## config.mk

```make
export PLATFORM = sky130hd
export DESIGN_NAME = jk_mod_counter
export DESIGN_NICKNAME = d
export VERILOG_FILES = /design/src/rtl/jk_pkg.sv /design/src/rtl/jk_mod_counter_jkff_n.sv /design/src/rtl/jk_mod_counter.sv
export SDC_FILE = /design/constraint.sdc
export NUM_CORES = 1
export LEC_CHECK = 0
export ABC_AREA = 1
export CAP_MARGIN = 0
export CORE_UTILIZATION = 40
export DETAILED_ROUTE_END_ITERATION = 8
export PLACE_DENSITY_LB_ADDON = 0.05
export SYNTH_ARGS = -nofsm -noshare
export SYNTH_HDL_FRONTEND = slang
export SYNTH_SLANG_ARGS = --single-unit
```

## constraint.sdc

```tcl
create_clock -name clk -period 2.2 [get_ports clk]
set_input_delay 0.44 -clock clk [delete_from_list [all_inputs] [get_ports clk]]
set_output_delay 0.44 -clock clk [all_outputs]
set_load 0.1 [all_outputs]
```

## src/rtl/jk_pkg.sv

```systemverilog
// Shared types and helpers for the JK-cell modulo counter.
//   jk_cmd_e      : decoded per-edge command (clr > load > en > hold)
//   JK_HOLD       : J/K pair that leaves a cell unchanged
//   jk_from_next  : J/K pair that moves one cell from q to nxt
package jk_pkg;

  typedef enum logic [1:0] {
    CMD_HOLD = 2'd0,
    CMD_CNT  = 2'd1,
    CMD_LOAD = 2'd2,
    CMD_CLR  = 2'd3
  } jk_cmd_e;

  localparam logic [1:0] JK_HOLD = 2'b00;

  // Returns {J, K}. Set-only or reset-only drive, so J=K=1 never occurs.
  function automatic logic [1:0] jk_from_next(input logic q, input logic nxt);
    return {nxt & ~q, ~nxt & q};
  endfunction

endpackage

```

## src/rtl/jk_mod_counter_jkff_n.sv

```systemverilog
// Single-bit JK flip-flop with asynchronous active-low reset.
// Ports:
//   clk : clock, rising edge
//   rst : asynchronous active-low reset, forces q to 0
//   j   : set request
//   k   : reset request
//   q   : stored bit
module jkff_n
  import jk_pkg::*;
(
  input  logic clk,
  input  logic rst,
  input  logic j,
  input  logic k,
  output logic q
);

  // JK cell: hold, reset, set, toggle.
  always_ff @(posedge clk or negedge rst) begin
    if (!rst) begin
      q <= 1'b0;
    end else begin
      case ({j, k})
        JK_HOLD: q <= q;
        2'b01:   q <= 1'b0;
        2'b10:   q <= 1'b1;
        default: q <= ~q;
      endcase
    end
  end

endmodule

```

## src/rtl/jk_mod_counter.sv

```systemverilog
// Modulo-MOD up/down counter whose state lives in WIDTH JK cells.
// A target value is computed each cycle and converted to per-bit J/K drive.
// Ports:
//   clk   : clock, rising edge
//   rst   : asynchronous active-low reset (q, wrap, ovf -> 0)
//   en    : count enable
//   up    : 1 = increment, 0 = decrement
//   load  : synchronous load of d (range-limited to 0..MOD-1)
//   clr   : synchronous clear of count and ovf
//   d     : load value
//   q     : current count (JK cell outputs)
//   tc    : combinational terminal count for the active direction
//   wrap  : registered one-cycle pulse, previous edge wrapped
//   ovf   : sticky wrap flag, cleared by clr or reset
//   j_dbg : combinational J vector applied to the cells
//   k_dbg : combinational K vector applied to the cells
module jk_mod_counter
  import jk_pkg::*;
#(
  parameter int unsigned WIDTH      = 4,
  parameter int unsigned MOD        = 16,
  parameter bit          LOAD_CLAMP = 1'b1
) (
  input  logic             clk,
  input  logic             rst,
  input  logic             en,
  input  logic             up,
  input  logic             load,
  input  logic             clr,
  input  logic [WIDTH-1:0] d,
  output logic [WIDTH-1:0] q,
  output logic             tc,
  output logic             wrap,
  output logic             ovf,
  output logic [WIDTH-1:0] j_dbg,
  output logic [WIDTH-1:0] k_dbg
);

  // One guard bit so +1 at MOD-1 and MOD itself are representable.
  localparam int unsigned EW = WIDTH + 1;

  // Reject parameter sets the counter cannot represent.
  if (WIDTH < 2) begin : g_bad_width
    $error("jk_mod_counter: WIDTH must be >= 2");
  end
  if (MOD < 2 || MOD > (1 << WIDTH)) begin : g_bad_mod
    $error("jk_mod_counter: MOD must be in 2..2**WIDTH");
  end

  localparam logic [EW-1:0] MOD_EXT  = EW'(MOD);
  localparam logic [EW-1:0] LAST_EXT = EW'(MOD - 1);

  jk_cmd_e          cmd;
  logic [EW-1:0]    q_ext;
  logic [EW-1:0]    d_ext;
  logic [WIDTH-1:0] nxt;
  logic             wrap_nxt;
  logic             ovf_nxt;
  logic             at_last;
  logic             at_zero;

  assign q_ext   = {1'b0, q};
  assign d_ext   = {1'b0, d};
  assign at_last = (q_ext == LAST_EXT);
  assign at_zero = (q_ext == '0);

  // Priority decode of the control inputs.
  always_comb begin
    cmd = CMD_HOLD;
    if (clr) begin
      cmd = CMD_CLR;
    end else if (load) begin
      cmd = CMD_LOAD;
    end else if (en) begin
      cmd = CMD_CNT;
    end
  end

  // Target count plus the wrap/ovf values to register on this edge.
  always_comb begin
    nxt      = q;
    wrap_nxt = 1'b0;
    ovf_nxt  = ovf;
    case (cmd)
      CMD_CLR: begin
        nxt     = '0;
        ovf_nxt = 1'b0;
      end
      CMD_LOAD: begin
        if (d_ext < MOD_EXT) begin
          nxt = d;
        end else if (LOAD_CLAMP) begin
          nxt = WIDTH'(LAST_EXT);
        end else begin
          nxt = WIDTH'(d_ext % MOD_EXT);
        end
      end
      CMD_CNT: begin
        if (up) begin
          if (at_last) begin
            nxt      = '0;
            wrap_nxt = 1'b1;
          end else begin
            nxt = WIDTH'(q_ext + EW'(1));
          end
        end else begin
          if (at_zero) begin
            nxt      = WIDTH'(LAST_EXT);
            wrap_nxt = 1'b1;
          end else begin
            nxt = WIDTH'(q_ext - EW'(1));
          end
        end
        if (wrap_nxt) begin
          ovf_nxt = 1'b1;
        end
      end
      default: begin
        nxt = q;
      end
    endcase
  end

  // Terminal count: the next enabled edge would wrap.
  assign tc = en & ~load & ~clr & ((up & at_last) | (~up & at_zero));

  // Per-bit JK drive and storage cells.
  for (genvar i = 0; i < WIDTH; i++) begin : g_cell
    logic [1:0] jk;
    assign jk       = jk_from_next(q[i], nxt[i]);
    assign j_dbg[i] = jk[1];
    assign k_dbg[i] = jk[0];

    jkff_n u_cell (
      .clk (clk),
      .rst (rst),
      .j   (jk[1]),
      .k   (jk[0]),
      .q   (q[i])
    );
  end

  // Wrap pulse and sticky overflow flag.
  always_ff @(posedge clk or negedge rst) begin
    if (!rst) begin
      wrap <= 1'b0;
      ovf  <= 1'b0;
    end else begin
      wrap <= wrap_nxt;
      ovf  <= ovf_nxt;
    end
  end

endmodule
```

# Yosys cells after proc, flatten, opt, wreduce, memory -nomap -nowiden

Index checks and enable logic that the tools add are counted.

Muxes and demuxes: 19
Magnitude comparators: 1
Eq/ne operators: 13
Reduce and logical (&&, ||, !) cells: 7
Bitwise gates (word level): 25
$add $sub $neg: 2

Operators by type and width:

| operator            | number |
|---|---|
| $mux 4              | 4 |
| $and 1x1->1         | 13 |
| $eq 2x2->1 const B  | 6 |
| $pmux 1 s3          | 4 |
| $pmux 4 s3          | 1 |
| $not 1->1           | 11 |
| $eq 2x1->1 const B  | 5 |
| $logic_not 2->1     | 4 |
| $mux 1              | 7 |
| $logic_not 5->1     | 1 |
| $lt 4x5->1 const B  | 1 |
| $add 4x1->4 const B | 1 |
| $eq 4x4->1 const B  | 1 |
| $mux 2              | 2 |
| $sub 4x1->4 const B | 1 |
| $ne 2x2->1 const B  | 1 |
| $pmux 1 s2          | 1 |
| $reduce_and 2->1    | 1 |
| $reduce_bool 2->1   | 1 |
| $or 1x1->1          | 1 |

Word-level logic and storage cells: 73
Bits of input ports: 10
Flip-flop bits (word level): 6

# Logic depth before layout (Yosys ltp)

Gate-level depths: netlist (run 1).

Depth in word-level cells: 9
Gate-level depth with buffers: 12

# Modules after synthesis

A second synthesis (run 1) with hierarchy kept.

Cells, all modules: 120
Area, all modules: 788.3 µm²

Modules (own cells, without submodules):

| module         | area each (µm²) | instances | cells each |
|---|---|---|---|
| jk_mod_counter | 432.9           | 1         | 68 |
| jkff_n         | 88.8            | 4         | 13 |

# Worst setup path before layout (run 1)

No wires, ideal clock.

Path type: flip-flop to output port
Start point: reg g_cell[0].u_cell.q
End point: out j_dbg[1]
Slack: -76 ps
Data required time: 1,760 ps
Data arrival time: 1,836 ps
Stages on the path, launching flop included: 9
Path buffers: 1
Path through: dfrtp_1 > inv_1 > ha_1 > or2_2 > nand3_1 > o211ai_1 > inv_1 > ha_1 > buf_4

Word-level cells in the longest chain between the ends: 5
Elaborated cells between the ends (all ways): 9
Those cells by class: add/sub (2); eq/ne (1); mux (4); bitwise (1); reduce/logical (1)

Ends and longest elaborated chain:

| what                                      | line                                         | source |
|---|---|---|
| start, declared                           | jk_mod_counter_jkff_n.sv:15                  | `output logic q` |
| start signal, assigned                    | jk_mod_counter_jkff_n.sv:24                  | `JK_HOLD: q <= q;` |
| start signal, assigned                    | jk_mod_counter_jkff_n.sv:27                  | `default: q <= ~q;` |
| $sub 4x1->4, or another cell as far along | jk_mod_counter.sv:111                        | `nxt = WIDTH'(q_ext - EW'(1));` |
| $mux 4, on equally long branches          | jk_mod_counter.sv:107, jk_mod_counter.sv:100 |  |
| $mux 4 *                                  | jk_mod_counter.sv:99                         | `if (up) begin` |
| $pmux 4 s3 *                              | jk_mod_counter.sv:84                         | `case (cmd)` |
| $and 1x1->1 *                             | jk_pkg.sv:18                                 | `return {nxt & ~q, ~nxt & q};` |
| end, declared                             | jk_mod_counter.sv:35                         | `output logic [WIDTH-1:0] j_dbg,` |

Mark *: on every way between the ends. The rest lies on a longest branch, timed or not.

# Worst setup path in the final report (run 1)

Start point: reg g_cell[0].u_cell.q
End point: out k_dbg[2]

Word-level cells in the longest chain between the ends: 6
Elaborated cells between the ends (all ways): 10
Those cells by class: add/sub (2); eq/ne (1); mux (4); bitwise (2); reduce/logical (1)

Ends and longest elaborated chain:

| what                                      | line                                         | source |
|---|---|---|
| $sub 4x1->4, or another cell as far along | jk_mod_counter.sv:111                        |  |
| $mux 4, on equally long branches          | jk_mod_counter.sv:107, jk_mod_counter.sv:100 |  |
| $mux 4 *                                  | jk_mod_counter.sv:99                         |  |
| $pmux 4 s3 *                              | jk_mod_counter.sv:84                         |  |
| $not 1->1 *                               | jk_pkg.sv:18                                 |  |
| $and 1x1->1 *                             | jk_pkg.sv:18                                 |  |
| end, declared                             | jk_mod_counter.sv:36                         | `output logic [WIDTH-1:0] k_dbg` |

Marked as above.

==> flow_summary.toml, run 1 <==
[synthesis]
syn_area_um2 = 759
async_flop_share = 1.00
synthTopCellsByArea = "ha_1 23%, dfrtp_1 20%, buf_4 12%"
ys_types = 21
ys.flop_type = "dfrtp_1"
yosysWarnings = 0
yosys.cell_count.top_type = "nand2_1"
synth-edff-count = 0
synth_area_per_cell_um2 = 7.23
synth_top_area_cell = "ha_1"
synth_top_area_share = 0.231
syn_nets = 129
syn_inst = 105
ys_seq_area_frac = 0.198
yosys-top-cells-count = "18 x nand2_1, 14 x ha_1, 13 x inv_1"
ys_ff_latch = 6

[setup_path]
cp.arrival_ns = 1.87
crit_required_ns = 1.76
end_kind = "primary output"
crit_path_start = "g_cell[0].u_cell.q"
start_kind = "flip-flop"
slowest_stage = "dfrtp_1"
crit_path_max_fanout = 3
cp_cell_sequence = "buf_6, ha_4, nand2_4, nand2_2, xor2_1, nand2_1, nand2_1, o21ai_2, ha_2, buf_12"
reg2reg_depth = 12
crit_top_cell = "nand2_1"
endpoint = "k_dbg[2]"
path_class = "reg2out"
r2r-start = "g_cell[0].u_cell.q"
r2r_end = "g_cell[1].u_cell.q"
slowest_delay_ns = 0.41
rrSetupSlack_ns = 0.09

[grt]
grt_pass1_vias = 757
grt-ovfl-total = 0
grt_max_degree = 12
grt_pass1_wl_um = 3260
antenna_found_initial = 0
grtUsageTotal = 0.232

[floorplanning]
die_w_um = 45.6
die_h_um = 45.6
std_cell_rows = 15
die_area_um2 = 2080
start_util = 0.435
coreArea_um2 = 1750
io_pins = 25

[outcome]
violations = "setup timing"
outcome = "complete, but fails checks"

[sta]
rsz0062_at_grt = "yes"
slew_headroom = 0.786
fin_ws_ns = -0.114
tightest_slew_ns = 0.320
drv_slew = 0
setup_viol = 8
fin_crit_sh = 1.05
skew_ns = 0.00743
fin_crit_ns = 2.31
fmax_mhz = 432
fin_tns_setup_ns = -0.483
timing.final.hold_violations = 0

[clock_network]
clk_latency_ns = 0.26
clockRootBuffer = "clkbuf_4"
path_clk_slew_ns = 0.05
cts_tree = "built"
h-tree-depth = 1
clock-sinks = 6
hold_buffers = 0
numCtsBuffers = 3
clockBufferDepth = 2

[routing]
route.detailed.drc = 0
via_count = 809
first_iter_violations = 12
detail_route.wl_per_cell_um = 13.8
routed_wl_um = 2340
first_pass_iters = 6
vias_per_cell = 4.79
ant_nets = 0

[place]
numPortBuffers = 24
place_worst_setup_slack_ns = -0.225
place_area_um2 = 1100
place_congestion = 0.758
hpwlAfterDp_um = 1400

[finish]
layout.nets = 170
final_core_util = 0.799
diodes = 0
seqCellArea_um2 = 153
syn2layout_area_growth_pct = 83.5
layout-drive-gt1-share = 0.556
fin_area_um2 = 1390
multi_input_area_um2 = 618
n_fill_cell = 124

[run]
maxCapViolations = 0

[worst_hold_path]
hp-class = "in2async"
cell usage in the layout, fill, tap and decap left out:
cell and count:
a21oi_1 5, a21oi_2 2, buf_12 9, buf_4 26, buf_6 5, clkbuf_4 3
clkdlybuf4s50_1 5, dfrtp_1 4, dfrtp_2 2, dlygate4sd2_1 4, ha_1 3, ha_2 5
ha_4 6, inv_1 10, inv_2 4, nand2_1 15, nand2_2 2, nand2_4 1
nand3_1 3, nand3_2 2, nand4_1 1, nor2_1 6, nor2_2 3, nor2_4 3
nor3_1 2, nor3_2 1, nor3_4 1, o211ai_1 1, o21ai_0 1, o21ai_1 3
o21ai_2 4, or2_4 1, xor2_1 1
logic make-up (layout without fill, tap and decap cells):
| family | after synthesis | after routing | synth area share |
|---|---|---|---|
| buf+inv | 27 | 66 | 0.203 |
| flops | 6 | 6 | 0.198 |
| fa+ha+maj | 14 | 14 | 0.231 |
| simple gates | 41 | 41 | 0.234 |
| xor+xnor | 1 | 1 | 0.0115 |
| compound gates | 16 | 16 | 0.124 |
repair_timing:
item | 4_1_cts | 5_1_grt
setup endpoints to repair | 9 | 10
pin swaps | 14 | 9
buffers inserted | 9 | 5
gates cloned | 0 | 0
gates resized for setup | 36 | 16
hold endpoints to repair | 0 | 0
final cells by class:
| class | count | area share |
|---|---|---|
| Multi-Input combinational cell | 72 | 0.443 |
| Clock buffer | 3 | 0.0162 |
| Tap cell | 25 | 0.0224 |
| Sequential cell | 6 | 0.110 |
| Timing Repair Buffer | 49 | 0.371 |
| Inverter | 14 | 0.0377 |
layer usage:
layer,wire length (µm),vias up,global-route usage
met5,0,-,0
met1,810,381,0.213
met2,1420,18,0.451
met3,76,4,0.0714
met4,25,0,0.109
li1,-,406,-
state kept, by name (all words and copies together) (netlist names):
signal           count
g_cell.u_cell.q      4
wrap                 1
ovf                  1
critical path: cells and delay by family (launching register included):
family,cells,cell delay [ns]
buf+inv,2,0.31
xor+xnor,1,0.13
fa+ha+maj,2,0.37
simple gates,4,0.28
compound gates,1,0.08
flops,1,0.41
worst min path at each step:
stage	startpoint	to	slack, ns
floorplan	rst	g_cell[0].u_cell.q	0.14
global placement	ovf	ovf	0.53
CTS	rst	ovf	0.46
detailed placement	ovf	ovf	0.54
global route	rst	ovf	0.46
finish	rst	ovf	0.44
per-stage QoR:
| step | hold slack, ns | std cells |
|---|---|---|
| final | 0.438 | 169 |
| after global routing | 0.458 | 169 |
| after CTS | 0.456 | 166 |
| after detailed placement | 0.537 | 154 |
| after global placement | 0.531 | 154 |
| after floorplan | 0.144 | 105 |
Power of run 1 is not shown: default switching activity piles up to over one toggle a cycle in this logic, so the estimate is an artifact.
==> run 2: changes to the inputs <==
Settings changed: SYNTH_HIERARCHICAL set to 1.
==> flow_summary.toml, run 2 <==
[outcome]
outcome = "finished clean"

[synthesis]
syn_nets = 141
ys.flop_type = "dfrtp_1"
ys_types = 22
synth.mux.area_fraction = 0
synth_xor_area_frac = 0.0222
synth_top_area_cell = "dfrtp_1"
yosys-top-cells-count = "34 x nand2_1, 27 x inv_1, 11 x ha_1"
synth_area_per_cell_um2 = 6.57
yosysWarnings = 6
syn_area_um2 = 788
synth-edff-count = 0
yosys.cell_count.top_type = "nand2_1"
ys_ff_latch = 6
synth_top_area_share = 0.190
synth_simple_gate_area_frac = 0.381
ys_seq_area_frac = 0.190
synthAdderAreaFrac = 0.175
synth_compound_area_frac = 0.0698
async_flop_share = 1.00
syn_inst = 120
synth_top_family_by_area = "simple AND/OR/NAND/NOR gates"
synthTopCellsByArea = "dfrtp_1 19%, ha_1 17%, nand2_1 16%"

[power_and_ir_drop]
combPwrFrac = 0.829
power_w = 0.00227
power_leakage_nw = 0.724
seqPwrFrac = 0.128
netSwitchingFraction = 0.590
p_per_area_nw_per_um2 = 1520
p_switching_w = 0.00134
power_frac_clock = 0.044
vdd_drop_max_mv = 1.30
p_int_w = 0.000932

[clock_network]
clk_latency_ns = 0.24
h-tree-depth = 1
path_clk_slew_ns = 0.04
clock-sinks = 6
cts_tree = "built"
clockBufferDepth = 2
clockRootBuffer = "clkbuf_4"
numCtsBuffers = 3

[setup_path]
crit_path_max_fanout = 6
end_kind = "primary output"
cp.arrival_ns = 1.76
path_class = "reg2out"
crit_required_ns = 1.76
start_kind = "flip-flop"

[routing]
first_iter_violations = 13
via_count = 887
routed_wl_um = 2230
route.detailed.drc = 0
first_pass_iters = 4
vias_per_cell = 4.69
detail_route.wl_per_cell_um = 11.8
ant_nets = 0

[sta]
rsz0062_at_grt = "yes"
fmax_mhz = 455
skew_ns = 0.00124
fin_ws_ns = 0.00191
fin_crit_ns = 2.20
fin_crit_sh = 0.999
drv_slew = 0
holdWs_ns = 0.435
timing.final.hold_violations = 0
setup_viol = 0
tightest_slew_ns = 0.273
slew_headroom = 0.816
fin_tns_setup_ns = 0

[place]
numPortBuffers = 24
place_congestion = 0.766
hpwlAfterDp_um = 1540
place_worst_setup_slack_ns = -0.126

[finish]
syn2layout_area_growth_pct = 89.8
n_fill_cell = 105
regMostFlops = "g_cell.u_cell/q"
layout_common_cells = "29 x nand2_1, 23 x buf_4, 14 x inv_2"
diodes = 0
largest_reg_flops = 4
layout_commonest_cell = "nand2_1"
layout-drive-gt1-share = 0.561
reg_top3 = "g_cell.u_cell/q: 4 flops, ovf: 1 flops, wrap: 1 flops"
layout.nets = 187

[floorplanning]
die_w_um = 46.4
die_h_um = 46.4
start_util = 0.442
io_pins = 25
coreArea_um2 = 1780
die_area_um2 = 2150
std_cell_rows = 15

[run]
maxCapViolations = 0

[grt]
antenna_found_initial = 0
grtUsageTotal = 0.231
grt_pass1_wl_um = 3490
grt-ovfl-total = 0
grt_pass1_vias = 896
grt_max_degree = 12

[worst_hold_path]
hp-class = "in2async"
run 2: logic make-up (layout without fill, tap and decap cells):
family	Yosys count	in the layout
XOR/XNOR	2	2
buffers and inverters	32	76
AND/OR/NAND/NOR	61	61
adder cells (fa/ha/maj)	11	11
AO/OA/AOI/OAI	8	8
flip-flops	6	6
run 2: layout make-up:
| cell class | count | area, µm² | area share |
|---|---|---|---|
| multi-input combinational | 82 | 691 | 0.462 |
| tap | 25 | 31.3 | 0.0209 |
| sequential | 6 | 163 | 0.109 |
| timing repair buffer | 42 | 453 | 0.303 |
| clock buffer | 3 | 22.5 | 0.0151 |
| inverter | 31 | 136 | 0.0911 |
run 2: metal layers:
layer  wire length [µm]  part of all wire  GRT usage
met4                 57             0.026     0.0824
met5                  0                 0          0
met1                854              0.38      0.231
met2               1250              0.56      0.439
met3                 69             0.031     0.0667
run 2: power groups by stage:
| stage | Clock (W) | Combinational (W) | Sequential, W |
|---|---|---|---|
| after CTS | 0.000103 | 0.00180 | 0.000282 |
| final | 0.0000996 | 0.00189 | 0.000290 |
| after global placement | 0 | 0.00165 | 0.000300 |
| after global routing | 0.000112 | 0.00201 | 0.000300 |
| after floorplan | 0 | 0.00104 | 0.000542 |
| after detailed placement | 0 | 0.00168 | 0.000302 |
run 2: metrics by stage:
step	std cells	util	area (µm²)
floorplan	120	-	970
global placement	174	0.757	1350
detailed placement	174	0.757	1350
CTS	185	0.808	1440
global route	189	0.839	1500
finish	189	0.839	1500
run 2: repair_timing:
| item | 4_1_cts | 5_1_grt |
|---|---|---|
| setup buffers | 8 | 4 |
| hold buffers | 0 | 0 |
| endpoints found under the setup margin | 7 | 8 |
| gates resized for setup | 7 | 8 |
| pin swaps | 4 | 12 |
run 2: path summary, 6_finish.rpt:
kind                                         start                 end  slack [ns]  cells past startpoint
worst max-delay path            g_cell[0].u_cell/q            j_dbg[1]       0.002                      8
worst min register to register                 ovf                 ovf        0.50                      2
worst max register to register  g_cell[0].u_cell/q  g_cell[1].u_cell/q        0.17                     13
max in group asynchronous                      rst  g_cell[0].u_cell/q        1.53                      1
min in group clk                               ovf                 ovf        0.50                      2
worst min-delay path                           rst                wrap        0.43                      1
run 2: critical path, stage by stage, from the launching register on:
cell,delay (ns)
dfrtp_4,0.52
inv_8,0.10
ha_4,0.19
xnor2_1,0.11
nand2_1,0.10
nand3_2,0.11
nand3_2,0.10
clkinvlp_4,0.10
buf_12,0.17
(Power assumes the default switching activity.)
